===== config.mk =====
export PLATFORM = sky130hd
export DESIGN_NAME = bp_counter_table
export DESIGN_NICKNAME = d
export VERILOG_FILES = /design/src/rtl/bp_pkg.sv /design/src/rtl/bp_sat_ctr.sv /design/src/rtl/bp_counter_table.sv
export SDC_FILE = /design/constraint.sdc
export NUM_CORES = 1
export LEC_CHECK = 0
export ABC_AREA = 0
export CORE_MARGIN = 10
export CORE_UTILIZATION = 35
export CTS_BUF_LIST = sky130_fd_sc_hd__clkbuf_8 sky130_fd_sc_hd__clkbuf_16
export DETAILED_ROUTE_END_ITERATION = 10
export GPL_ROUTABILITY_DRIVEN = 0
export HOLD_SLACK_MARGIN = 0.1
export PLACE_DENSITY_LB_ADDON = 0.3
export SKIP_LAST_GASP = 1
export SYNTH_ARGS = -nofsm -noshare
export SYNTH_HDL_FRONTEND = slang
export SYNTH_SLANG_ARGS = --single-unit

===== constraint.sdc =====
create_clock -name clk -period 2.7 [get_ports clk]
set_input_delay 0.675 -clock clk [delete_from_list [all_inputs] [get_ports clk]]
set_output_delay 0.675 -clock clk [all_outputs]
set_load 0.02 [all_outputs]

===== src/rtl/bp_pkg.sv =====
// ---------------------------------------------------------------------------
// bp_pkg
//
// Purpose:
//   Shared definitions for the branch-direction predictor slice.
//   Provides the indexing-mode encodings and the saturating-counter helpers
//   used by every counter in the table.
//
// Contents:
//   bp_mode_e    - indexing mode: BP_BIMODAL (PC only) or BP_GSHARE (PC ^ GHR)
//   bp_ctr_t     - widest supported counter; narrower counters are
//                  zero-extended into it before calling the helpers
//   bp_sat_inc   - increment, saturating at 2^width-1
//   bp_sat_dec   - decrement, saturating at 0
//   bp_taken     - predicted direction (MSB of a width-bit counter)
// ---------------------------------------------------------------------------
package bp_pkg;

    typedef enum int {
        BP_BIMODAL = 0,
        BP_GSHARE  = 1
    } bp_mode_e;

    localparam int BP_CTR_MAX_W = 4;

    typedef logic [BP_CTR_MAX_W-1:0] bp_ctr_t;

    // Largest value a width-bit counter can hold.
    function automatic bp_ctr_t bp_ctr_max(input int unsigned width);
        return bp_ctr_t'((32'd1 << width) - 32'd1);
    endfunction

    function automatic bp_ctr_t bp_sat_inc(input bp_ctr_t ctr, input int unsigned width);
        bp_ctr_t top;
        top = bp_ctr_max(width);
        return (ctr >= top) ? top : ctr + bp_ctr_t'(1);
    endfunction

    function automatic bp_ctr_t bp_sat_dec(input bp_ctr_t ctr, input int unsigned width);
        return (ctr == '0) ? '0 : ctr - bp_ctr_t'(1);
    endfunction

    function automatic logic bp_taken(input bp_ctr_t ctr, input int unsigned width);
        logic [1:0] msb;
        msb = 2'(width - 32'd1);
        return ctr[msb];
    endfunction

endpackage


===== src/rtl/bp_sat_ctr.sv =====
// ---------------------------------------------------------------------------
// bp_sat_ctr
//
// Purpose:
//   One CTR_W-bit saturating up/down counter. Counts up when enabled with
//   up_i=1, down when enabled with up_i=0, never wraps in either direction.
//
// Ports:
//   clk      in   clock, rising edge
//   reset_n  in   asynchronous active-low reset, clears the counter to 0
//   en_i     in   apply one step this edge
//   up_i     in   step direction: 1 = increment, 0 = decrement
//   ctr_o    out  current counter value
// ---------------------------------------------------------------------------
module bp_sat_ctr
    import bp_pkg::*;
#(
    parameter int CTR_W = 2
) (
    input  logic             clk,
    input  logic             reset_n,
    input  logic             en_i,
    input  logic             up_i,
    output logic [CTR_W-1:0] ctr_o
);

    logic [CTR_W-1:0] ctr_q;
    logic [CTR_W-1:0] ctr_d;
    bp_ctr_t          ctr_wide;

    // The package helpers work on the widest counter type, so the value is
    // widened going in and truncated coming back; saturation is decided by
    // CTR_W, so the upper bits of the wide value are always zero.
    always_comb begin
        ctr_wide = bp_ctr_t'(ctr_q);
        ctr_d    = ctr_q;
        if (en_i) begin
            if (up_i) begin
                ctr_d = CTR_W'(bp_sat_inc(ctr_wide, CTR_W));
            end else begin
                ctr_d = CTR_W'(bp_sat_dec(ctr_wide, CTR_W));
            end
        end
    end

    always_ff @(posedge clk or negedge reset_n) begin
        if (!reset_n) begin
            ctr_q <= '0;
        end else begin
            ctr_q <= ctr_d;
        end
    end

    assign ctr_o = ctr_q;

endmodule


===== src/rtl/bp_counter_table.sv =====
// ---------------------------------------------------------------------------
// bp_counter_table
//
// Purpose:
//   Branch-direction predictor: 2^INDEX_W saturating counters plus a
//   non-speculative global history register (GHR). Lookups (from fetch) and
//   updates (from execute) use independent ports. In bimodal mode the table
//   is indexed by the PC bits; in gshare mode by PC XOR zero-extended history.
//
// Parameters:
//   INDEX_W  table index width, 1..10
//   CTR_W    counter width, 1..4
//   HIST_W   GHR width, 1..INDEX_W
//   MODE     BP_BIMODAL (0) or BP_GSHARE (1)
//
// Ports:
//   clk         in   clock, rising edge
//   reset_n     in   asynchronous active-low reset
//   pred_valid  in   lookup request
//   pred_pc     in   PC index bits of the lookup
//   rsp_valid   out  response valid, one cycle after the request
//   rsp_taken   out  predicted direction (counter MSB)
//   rsp_ctr     out  counter value behind the prediction
//   rsp_hist    out  GHR snapshot taken with the request
//   upd_valid   in   resolved-branch update
//   upd_pc      in   PC index bits of the resolved branch
//   upd_hist    in   GHR snapshot that came back from rsp_hist
//   upd_taken   in   actual outcome
// ---------------------------------------------------------------------------
module bp_counter_table
    import bp_pkg::*;
#(
    parameter int INDEX_W = 6,
    parameter int CTR_W   = 2,
    parameter int HIST_W  = 6,
    parameter int MODE    = 0
) (
    input  logic               clk,
    input  logic               reset_n,
    input  logic               pred_valid,
    input  logic [INDEX_W-1:0] pred_pc,
    output logic               rsp_valid,
    output logic               rsp_taken,
    output logic [CTR_W-1:0]   rsp_ctr,
    output logic [HIST_W-1:0]  rsp_hist,
    input  logic               upd_valid,
    input  logic [INDEX_W-1:0] upd_pc,
    input  logic [HIST_W-1:0]  upd_hist,
    input  logic               upd_taken
);

    localparam int ENTRIES = 1 << INDEX_W;

    logic [HIST_W-1:0]  ghr_q;
    logic [HIST_W-1:0]  ghr_d;
    logic [HIST_W-1:0]  ghr_shift;

    logic [INDEX_W-1:0] pred_idx;
    logic [INDEX_W-1:0] upd_idx;

    logic [CTR_W-1:0]   ctr_tbl [ENTRIES];
    logic [ENTRIES-1:0] ctr_en;
    logic [CTR_W-1:0]   rd_ctr;

    logic               rsp_valid_q;
    logic               rsp_valid_d;
    logic               rsp_taken_q;
    logic               rsp_taken_d;
    logic [CTR_W-1:0]   rsp_ctr_q;
    logic [CTR_W-1:0]   rsp_ctr_d;
    logic [HIST_W-1:0]  rsp_hist_q;
    logic [HIST_W-1:0]  rsp_hist_d;

    // Index generation. The update side uses the snapshot carried down the
    // pipe, never the live GHR, so a branch trains the same entry that
    // predicted it even though the GHR has advanced since.
    generate
        if (MODE == BP_GSHARE) begin : g_gshare
            assign pred_idx = pred_pc ^ INDEX_W'(ghr_q);
            assign upd_idx  = upd_pc ^ INDEX_W'(upd_hist);
        end else begin : g_bimodal
            logic hist_unused;
            assign pred_idx    = pred_pc;
            assign upd_idx     = upd_pc;
            assign hist_unused = ^upd_hist;
        end
    endgenerate

    // Counter array: each entry is enabled only when the update index
    // decodes to it, so at most one counter moves per edge.
    generate
        for (genvar i = 0; i < ENTRIES; i++) begin : g_ctr
            assign ctr_en[i] = upd_valid && (upd_idx == INDEX_W'(i));

            bp_sat_ctr #(
                .CTR_W (CTR_W)
            ) u_ctr (
                .clk     (clk),
                .reset_n (reset_n),
                .en_i    (ctr_en[i]),
                .up_i    (upd_taken),
                .ctr_o   (ctr_tbl[i])
            );
        end
    endgenerate

    // Read mux sees the registered counters, so a same-edge update is not
    // visible to the lookup; there is intentionally no bypass.
    assign rd_ctr = ctr_tbl[pred_idx];

    // History shift: newest outcome enters at the LSB.
    generate
        if (HIST_W == 1) begin : g_hist1
            assign ghr_shift = upd_taken;
        end else begin : g_histn
            assign ghr_shift = {ghr_q[HIST_W-2:0], upd_taken};
        end
    endgenerate

    always_comb begin
        ghr_d = ghr_q;
        if (upd_valid) begin
            ghr_d = ghr_shift;
        end
    end

    always_ff @(posedge clk or negedge reset_n) begin
        if (!reset_n) begin
            ghr_q <= '0;
        end else begin
            ghr_q <= ghr_d;
        end
    end

    // Response register: valid pulses for one cycle per request; the data
    // fields hold their last values while no request is present.
    always_comb begin
        rsp_valid_d = pred_valid;
        rsp_taken_d = rsp_taken_q;
        rsp_ctr_d   = rsp_ctr_q;
        rsp_hist_d  = rsp_hist_q;
        if (pred_valid) begin
            rsp_taken_d = bp_taken(bp_ctr_t'(rd_ctr), CTR_W);
            rsp_ctr_d   = rd_ctr;
            rsp_hist_d  = ghr_q;
        end
    end

    always_ff @(posedge clk or negedge reset_n) begin
        if (!reset_n) begin
            rsp_valid_q <= 1'b0;
            rsp_taken_q <= 1'b0;
            rsp_ctr_q   <= '0;
            rsp_hist_q  <= '0;
        end else begin
            rsp_valid_q <= rsp_valid_d;
            rsp_taken_q <= rsp_taken_d;
            rsp_ctr_q   <= rsp_ctr_d;
            rsp_hist_q  <= rsp_hist_d;
        end
    end

    assign rsp_valid = rsp_valid_q;
    assign rsp_taken = rsp_taken_q;
    assign rsp_ctr   = rsp_ctr_q;
    assign rsp_hist  = rsp_hist_q;

endmodule


==> metrics.txt <==
Leakage 3.673 nW; Clock transition at path regs 60 ps; CTS tree built; Post-Synthesis Cells 929; postcts setup bufs 0; Critical Path AT 2680 ps; share of cells above drive strength 1 0.2057; top layer reached by signal wires met4; FF-to-FF Start g_ctr[38].u_ctr.ctr_o[0]$_DFFE_PN0P_; setup_tns 0 ps; Worst path slowest cell mux4_2; Post-synth EDFFs 0; Synth cell types 58; DR iter-0 viols 592; Hold Path Class in2async; post-route non-filler standard cell count 1306; Synth Area in XOR/XNOR 0; final hold vios 0; syn avg cell area 9.422 um2; clk sinks 143; Die Y-Extent 178.1 um; largest net degree at the start of global routing 65; # nets final 992; vias in the first global route 7060; total global routing track utilization 0.1489; top cell type by total area after synthesis dfrtp_1; TritonRoute pass-1 iters 5; P_int 4.418 mW; top post-synthesis cells by area dfrtp_1 (41%), nor2_1 (7.1%), a21oi_1 (7.0%); Post-synth ARST share 1.000; fillers 2373; PwrDens 593.6 nW/um2; Crit Path Max Fanout 15; R2R depth 5; die area 31740 um2; port bufs 26; Tmin final 2370 ps; Area Overhead vs Synth 17.14%; compound-cell area share of the yosys netlist 0.2523; Flop pwr share 0.428; DR vias 7342; Max VDD drop 0.2552 mV; Slew Limit Fails 0; post-synthesis sequential area ratio 0.4088; Final ANT Viol Nets 0; Post-Syn Area 8753 um2; YS warnings 0; Comb power frac 0.135; sw frac 0.2741; Primary FF master, synth dfrtp_1; sw power 1.669 mW; clock power share 0.436; I/O pins 33; most frequent cell after synthesis nor2_1; proportion of synthesized area in mux cells 0.09663; clock tree root driver cell clkbuf_16; Worst EP required 3010 ps; initial antenna violation count 0; startpoint types primary input; max_cap viols 0; largest family of logic cells by synthesized area compound AO/OA/AOI/OAI gates; RR Endpoint rsp_ctr[0]$_DFFE_PN0P_; core area 24460 um2; Die W 178.1 um; met2 routed WL 10680 um; DRC 0; Mapped Nets 952; M1 wire length 11110 um; Initial Utilization 0.3578; area of the multi-input gates 4826 um2; TritonCTS Buffers 17; post-DR vias/cell 5.622; Commonest cells post-synth nor2_1 (166), dfrtp_1 (143), a21oi_1 (122); post_cts resized 0; Worst Skew 9.758 ps; wirelength, routed 22880 um; DR WL/cell 17.52 um; max incr delay on CP 510 ps; ANT cells 0; first-pass GRT wire length 37800 um; Post-DP HPWL 15030 um; result of the run completed; Buf/Inv on CP 3; worst relative slew slack 0.6013; Critical Path Sink Type register; fin crit share 0.8777; Crit Path Category in2reg; RSZ-0062 raised after global routing false; achievable frequency 422.0 MHz; Post-Place Cells 1274; area occupied by registers 3578 um2; CP delay by family, top buffers and inverters; H-tree levels 4; hold buffers post-CTS 0; row cnt 57; Synth Area in Simple Gates 0.2024; #FFs+latches synth 143; CP cell instances clkdlybuf4s50_1 -> buf_12 -> mux4_2 -> mux2_2 -> o21ai_0 -> buf_4 -> o221ai_1; area share of fa/ha/maj cells after synthesis 0; Yosys top cell area share 0.4088; met3 routed WL 862 um; GRT overflow 0; internal reg-to-reg setup slack 830 ps; Final setup viols 0; CTS Buffer Depth 2; Core Util, Final 0.4192; latest clock arrival within the worst-skew pair 430 ps; Worst-Margin Slew 583.0 ps
-- worst reg2reg max path, cell delays in order (launching register included) --
cell      delay [ps]
dfrtp_1          460
mux4_2           490
mux2_2           270
o21ai_0          250
buf_4            180
o221ai_1         100
-- registers in the layout, summed over array words and instances (netlist names) --
name               cells
rsp_hist               6
ghr_q                  6
rsp_taken              1
g_ctr.u_ctr.ctr_o    128
rsp_valid              1
rsp_ctr                1
-- power groups by stage --
stage               sequential, mW  clock (mW)  combinational [mW]
finish                        2.61        2.66               0.823
global placement              2.63           0               0.819
floorplan                     2.61           0               0.503
detailed placement            2.64           0               0.836
CTS                           2.60        2.69               0.834
global route                  2.65        2.79               0.894
-- through the flow --
stage | instance area [um2] | power [mW] | hold WS [ps] | worst slack [ps]
global route | 10250 | 6.334 | 206.5 | 207.5
global placement | 9600 | 3.449 | 490.5 | -55.79
CTS | 10250 | 6.132 | 189.3 | 330.5
finish | 10250 | 6.087 | 167.8 | 330.3
floorplan | 8753 | 3.109 | 379.4 | 613.5
detailed placement | 9600 | 3.472 | 495.5 | -117.5
-- final cells by class --
type	count	share of cell area
well taps	324	0.03954
repair buffers	79	0.07675
clock inverters	14	0.02087
multi-input cells	727	0.4707
flip-flops and latches	143	0.3490
inverters	1	0.0003661
clock buffers	18	0.04283
-- cells by family (layout without fill, tap and decap cells) --
logic type             after synthesis  count (layout)
buffers and inverters               59             112
AO/OA/AOI/OAI                      345             345
flip-flops                         143             143
AND/OR/NAND/NOR                    330             330
multiplexers                        52              52
-- metal layers --
layer | vias up | global-route usage
met5 | - | 0
met4 | 0 | 0.03647
met3 | 18 | 0.03023
met2 | 130 | 0.2395
met1 | 3589 | 0.2007
li1 | 3605 | -
-- cells in the final DEF (no fill, tap or decap), types with 3 or more instances in the layout --
master           Yosys  routed
a2111oi_0            4       4
a211oi_1            31      31
a21oi_1            122     122
a221o_1              3       3
a31oi_1              3       3
buf_12               0      11
buf_4                5      42
bufinv_16            0       5
clkbuf_16            0      17
clkdlybuf4s50_1      0      23
dfrtp_1            143     143
mux2_2              20      20
mux2i_1              8       8
mux4_2              24      24
nand2_1             34      34
nand2b_1             7       7
nand3_1              3       3
nand3b_1            31      31
nand4bb_1            4       4
nor2_1             166     166
nor2_2              10      10
nor2_4              14      14
nor2b_1             14      14
nor3_1              11      11
nor4_1               5       5
o21a_1               3       3
o21ai_0             82      82
o21ai_1             11      11
o221a_1              5       5
o221a_2             29      29
o31ai_1             36      36
o41ai_1              4       4
or2_2                5       5
or4b_1               3       3
-- worst max path at each step --
stage,cells past startpoint,endpoint,from
2_1_floorplan,7,rsp_taken$_DFFE_PN0P_,pred_pc[2]
3_3_place_gp,7,rsp_ctr[0]$_DFFE_PN0P_,pred_pc[0]
3_5_place_dp,7,rsp_ctr[0]$_DFFE_PN0P_,pred_pc[0]
4_1_cts,7,rsp_ctr[0]$_DFFE_PN0P_,pred_pc[0]
5_1_grt,6,g_ctr[58].u_ctr.ctr_o[0]$_DFFE_PN0P_,upd_pc[0]
6_report,7,rsp_ctr[0]$_DFFE_PN0P_,pred_pc[0]
Note: power is estimated with default switching activity, not from simulation.
==> variant 1, RTL diff (same flow settings) <==
`CTR_W` is set to 2 in 2 places; all go to 4.
--- a/src/rtl/bp_sat_ctr.sv
+++ b/src/rtl/bp_sat_ctr.sv
@@ -15,7 +15,7 @@
 module bp_sat_ctr
     import bp_pkg::*;
 #(
-    parameter int CTR_W = 2
+    parameter int CTR_W = 4
 ) (
     input  logic             clk,
     input  logic             reset_n,
--- a/src/rtl/bp_counter_table.sv
+++ b/src/rtl/bp_counter_table.sv
@@ -31,7 +31,7 @@
     import bp_pkg::*;
 #(
     parameter int INDEX_W = 6,
-    parameter int CTR_W   = 2,
+    parameter int CTR_W   = 4,
     parameter int HIST_W  = 6,
     parameter int MODE    = 0
 ) (
Interface: changed (resized rsp_ctr); port bits go from 33 to 35. The function was not compared with the original's and may differ.
==> variant 1 against the original RTL <==
Total power up 130%. Sequential cell count up 130. Register-to-register slack worse by 0.48 ns. Final area rose to 2.6 times the old value. Worst setup slack better by 0.024 ns. Worst hold slack better by 0.34 ns. Routed wire length rose to 2.9 times the old value. Non-clock buffer count up 140. Area after synthesis rose to 2.7 times the old value. Largest cell class unchanged.
==> variant 1: results (changes against the original RTL) <==
global_routing:
  grt_pass1_vias: 20437  # +190%
  grt_use_met3_pct: 2.09  # -0.93 points
  grt_start_max_net_pins: 77  # +18%
  global_route.usage.total_pct: 16.4  # +1.5 points
  globalRouteMet1Util_pct: 22.4  # +2.3 points
  grt.met2_usage_pct: 27.0  # +3.0 points
  grt_pass1_wl_um: 108000  # +190%
synthesis:
  synth_area_in_compound_gates_pct: 24.5  # -0.78 points
  netlist_top_cells_count: "nor2_1 (294), dfrtp_1 (273), o21ai_0 (266)"
  synth_mux_area_share_pct: 10.3  # +0.67 points
  register_area_share_after_synthesis_pct: 29.3  # -12 points
  synth-adder-area-share_pct: 7.41  # +7.4 points
  postSynthAreaPerCell_um2: 8.07  # -14%
  synth_cell_types: 69  # +19%
drt:
  route.met2.wl_um: 30900  # +190%
  wl_per_cell_um: 17.5  # -0.23%
  dr.first_iter.drc_count: 2003  # +240%
  wl_met1_um: 30500  # +170%
timing:
  final.period_utilization_pct: 86.9  # -0.91 points
  worst_slew_pin_slew_ns: 0.651  # +0.0685 ns
  hold_slack_ns: 0.504  # +0.336 ns
placed_design:
  place_inst: 3712  # +190%
  place.detailed.hpwl_um: 47200  # +210%
  number_of_port_buffers: 28  # +7.7%
  dpl_cell_area_mm2: 0.0253  # +160%
critical_path:
  timing_worst_setup_path_type: "register to register"
  cp_slowest_stage_delay_ns: 0.56  # +0.05 ns
  arrival_ns: 2.78  # +0.10 ns
  r2r_setup_slack_ns: 0.35  # -0.48 ns
  critical_path.startpoint: "g_ctr[28].u_ctr.ctr_o[0]"
power:
  comb_power_w: 0.00377  # +360%
  netSwitchingPower_w: 0.00474  # +180%
  vdd_ir_drop_max_uv: 316  # +24%
  p_seq_w: 0.00515  # +97%
  leakage_nw: 10.9  # +200%
min_path:
  hp-class: "register to register"
clocking:
  clock_tree_buf_depth: 3  # +1
  hold_buffers: 1  # +1
  htree_num_levels: 2  # -2
  cts_buffers: 37  # +20
  clock_insertion_delay_worst_skew_ns: 0.56  # +0.13 ns
status:
  status: "complete, no violations"
final_layout:
  num-fill-cells: 6517  # +170%
  largest_register_ffs: 256  # +100%
  final_layout_size_suffix_gt1_share_pct: 15.1  # -5.4 points
-- variant 1: changes by cell type after synthesis, sizes merged, moves of 72 or more --
cell	change
o21ai	+173
clkbuf	+162
inv	+156
a21oi	+141
ha	+138
a31oi	+132
dfrtp	+130
nor2	+126
nand3	+116
nand2	+99
mux2i	+93
nor3	+79
o22ai	+72
-- variant 1: final cells by class --
cell class | instances | area (um^2) | share of cell area [%]
clock inverters | 22 | 189 | 0.712
repair buffers | 219 | 1950 | 7.36
well taps | 864 | 1080 | 4.08
flip-flops and latches | 273 | 6830 | 25.8
clock buffers | 45 | 1060 | 3.99
inverters | 157 | 589 | 2.22
multi-input cells | 2200 | 14800 | 55.9
-- variant 1: worst register-to-register path, delay by kind of cell, from the launching register on --
kind	cells	cell delay, ns
flops	1	0.47
compound gates	2	0.50
buf+inv	1	0.16
mux	1	0.56
simple gates	2	0.53
==> variant 2, RTL diff (config.mk and constraints unchanged) <==
Without the edit above. Reset style: synchronous (`reset_n`), changed in 3 clocked blocks. Comments in the files are not updated.
--- a/src/rtl/bp_sat_ctr.sv
+++ b/src/rtl/bp_sat_ctr.sv
@@ -43,7 +43,7 @@
         end
     end
 
-    always_ff @(posedge clk or negedge reset_n) begin
+    always_ff @(posedge clk) begin
         if (!reset_n) begin
             ctr_q <= '0;
         end else begin
--- a/src/rtl/bp_counter_table.sv
+++ b/src/rtl/bp_counter_table.sv
@@ -124,7 +124,7 @@
         end
     end
 
-    always_ff @(posedge clk or negedge reset_n) begin
+    always_ff @(posedge clk) begin
         if (!reset_n) begin
             ghr_q <= '0;
         end else begin
@@ -146,7 +146,7 @@
         end
     end
 
-    always_ff @(posedge clk or negedge reset_n) begin
+    always_ff @(posedge clk) begin
         if (!reset_n) begin
             rsp_valid_q <= 1'b0;
             rsp_taken_q <= 1'b0;
Function: differs if reset_n is asserted again (counterexample within 4 cycles, from zero or initial values and one cycle with reset_n low); with reset_n held inactive, the same outputs for 4 cycles.
==> variant 2 against the original RTL <==
First-iteration DRC count down 1.0%. Worst setup slack worse by 0.026 ns. Sequential cell count unchanged. Register-to-register slack better by 0.12 ns. Sequential share of layout area down 4.9 points. Global-route usage down 0.64 points. Critical path depth unchanged. Final area down 6.9%. Area after synthesis down 6.7%. Routed wire length down 4.4%.
Power is not compared: it rests on default switching activity, and its combinational part moved more than twofold at a synthesized area within 25%.
==> variant 2: results (changes against the original RTL) <==
synthesis:
  postSynth.topFlopCell: "dfxtp_1"
  register_area_share_after_synthesis_pct: 35.1  # -5.8 points
  netlist_top_cells_count: "o21ai_0 (163), nand2_1 (149), dfxtp_1 (143)"
  synth-async-reset-ratio_pct: 0  # -100 points
  synth_warnings: 0  # unchanged
  synth_cell_types: 50  # -14%
  postSynthAreaPerCell_um2: 7.89  # -16%
  synth_area_leaders: "dfxtp_1 (35%), o21ai_0 (10%), nand2_1 (6.9%), mux4_2 (5.8%), a21oi_1 (4.9%)"
critical_path:
  r2r_setup_slack_ns: 0.95  # +0.12 ns
  arrival_ns: 2.70  # +0.02 ns
  worst_r2r_endpoint: "rsp_ctr[0]"
  reg2regPathDepth: 5  # unchanged
  crit_family: "buffers and inverters"
  crit_slowest_cell: "mux4_1"
  cp_slowest_stage_delay_ns: 0.57  # +0.06 ns
  crit-reg2reg-launch: "g_ctr[27].u_ctr.ctr_o[0]"
  path_max_fanout: 17  # +2
  critical_path.startpoint: "pred_pc[0]"
final_layout:
  area_growth_pct: 17.0
  largest_register_ffs: 128  # unchanged
  antenna_cells: 0  # unchanged
  final_net_count: 1065  # +7.4%
  final_layout_size_suffix_gt1_share_pct: 10.3  # -10 points
  num-fill-cells: 2286  # -3.7%
placed_design:
  dpl_cell_area_mm2: 0.00893  # -7.0%
  place_inst: 1336  # +4.9%
  place.detailed.hpwl_um: 14100  # -6.0%
  number_of_port_buffers: 26  # unchanged
min_path:
  hp-class: "register to register"
  timing.hold.worst_endpoint: "g_ctr[24].u_ctr.ctr_o[0]"
  worstHoldStart: "g_ctr[24].u_ctr.ctr_o[1]"
  worst_hold_path.num_cells: 2
power:
  p_int_w: 0.00381
  vdd_ir_drop_max_uv: 258
  powerClk_w: 0.00251
  leakage_nw: 3.31
  comb_power_w: 0.000393
  clock_power_share_pct: 49.9
global_routing:
  grt_pass1_vias: 6692  # -5.2%
  grt_pass1_wl_um: 35600  # -5.8%
  grt_start_max_net_pins: 161  # +150%
  initial_antenna_violation_count: 0  # unchanged
  global_route.usage.total_pct: 14.3  # -0.64 points
clocking:
  cts_buffers: 17  # unchanged
  clock_tree.root_cell: "clkbuf_16"
  path_clk_slew_ns: 0.06  # about the same
  htree_num_levels: 4  # unchanged
  resized_after_cts: 0  # unchanged
  clock_insertion_delay_worst_skew_ns: 0.43  # about the same
  cts_setup_buffers: 0  # unchanged
  clock_tree_buf_depth: 2  # unchanged
drt:
  postRouteWirelength_um: 21900  # -4.4%
  dr.first_iter.drc_count: 586  # -1.0%
  wl_per_cell_um: 16.0  # -8.8%
  vias: 7586  # +3.3%
  drt_pre_antenna_iters: 5  # unchanged
timing:
  setup_violations: 0  # unchanged
  slew_headroom_pct: 30.4  # -30 points
  worst_clock_skew_ns: 0.0106  # +0.000865 ns
status:
  status: "complete, no violations"
variant 2: changes by cell type in the layout (fill, tap and decap cells not counted), moves of 42 or more:
cell     before  now
and3_1        1   43
nor2_1      166   87
dfrtp_1     143    0
dfxtp_1       0  143
o21ai_0      82  163
nand2_1      34  149
a21oi_1     122   80
variant 2: metal layers:
metal	vias to the layer above	GRT usage [%]	wire length [um]
met5	-	0	0
met4	0	4.67	253
met3	19	2.35	981
met2	154	22.4	9950
met1	3609	19.5	10700
li1	3804	-	-
variant 2: layout make-up:
cell class	count	area share, %
inverter	9	0.380
clock inverter	11	1.44
tap	313	4.10
clock buffer	21	5.03
sequential	143	30.0
timing repair buffer	60	7.42
multi-input combinational	811	51.7
variant 2: per-stage QoR:
stage | setup slack [ns] | hold WS (ns)
2_1_floorplan | 0.610 | 0.447
3_3_place_gp | -0.0497 | 0.470
3_5_place_dp | -0.127 | 0.475
4_1_cts | 0.322 | 0.485
5_1_grt | 0.228 | 0.518
6_report | 0.304 | 0.489
variant 2: worst max-delay path by stage:
stage                            end  slack, ns  cells after the start
after floorplan            rsp_taken       0.61                      7
after global placement    rsp_ctr[0]      -0.05                      7
after detailed placement  rsp_ctr[0]      -0.13                      7
after CTS                 rsp_ctr[0]       0.32                      7
after global routing      rsp_ctr[0]       0.23                      7
final                     rsp_ctr[0]       0.30                      7
variant 2: tightest hold or removal path: stages (launching register included):
cell     delay, ns
dfxtp_1       0.33
nand2_1       0.06
a21oi_1       0.05
variant 2: kinds of logic (layout without fill, tap and decap cells):
logic type             count (synthesis)  after routing  synth area share [%]
buffers and inverters                 81            101                  4.57
multiplexers                          54             54                  10.5
flip-flops                           143            143                  35.1
AND/OR/NAND/NOR                      413            413                  25.9
AO/OA/AOI/OAI                        344            344                  24.0
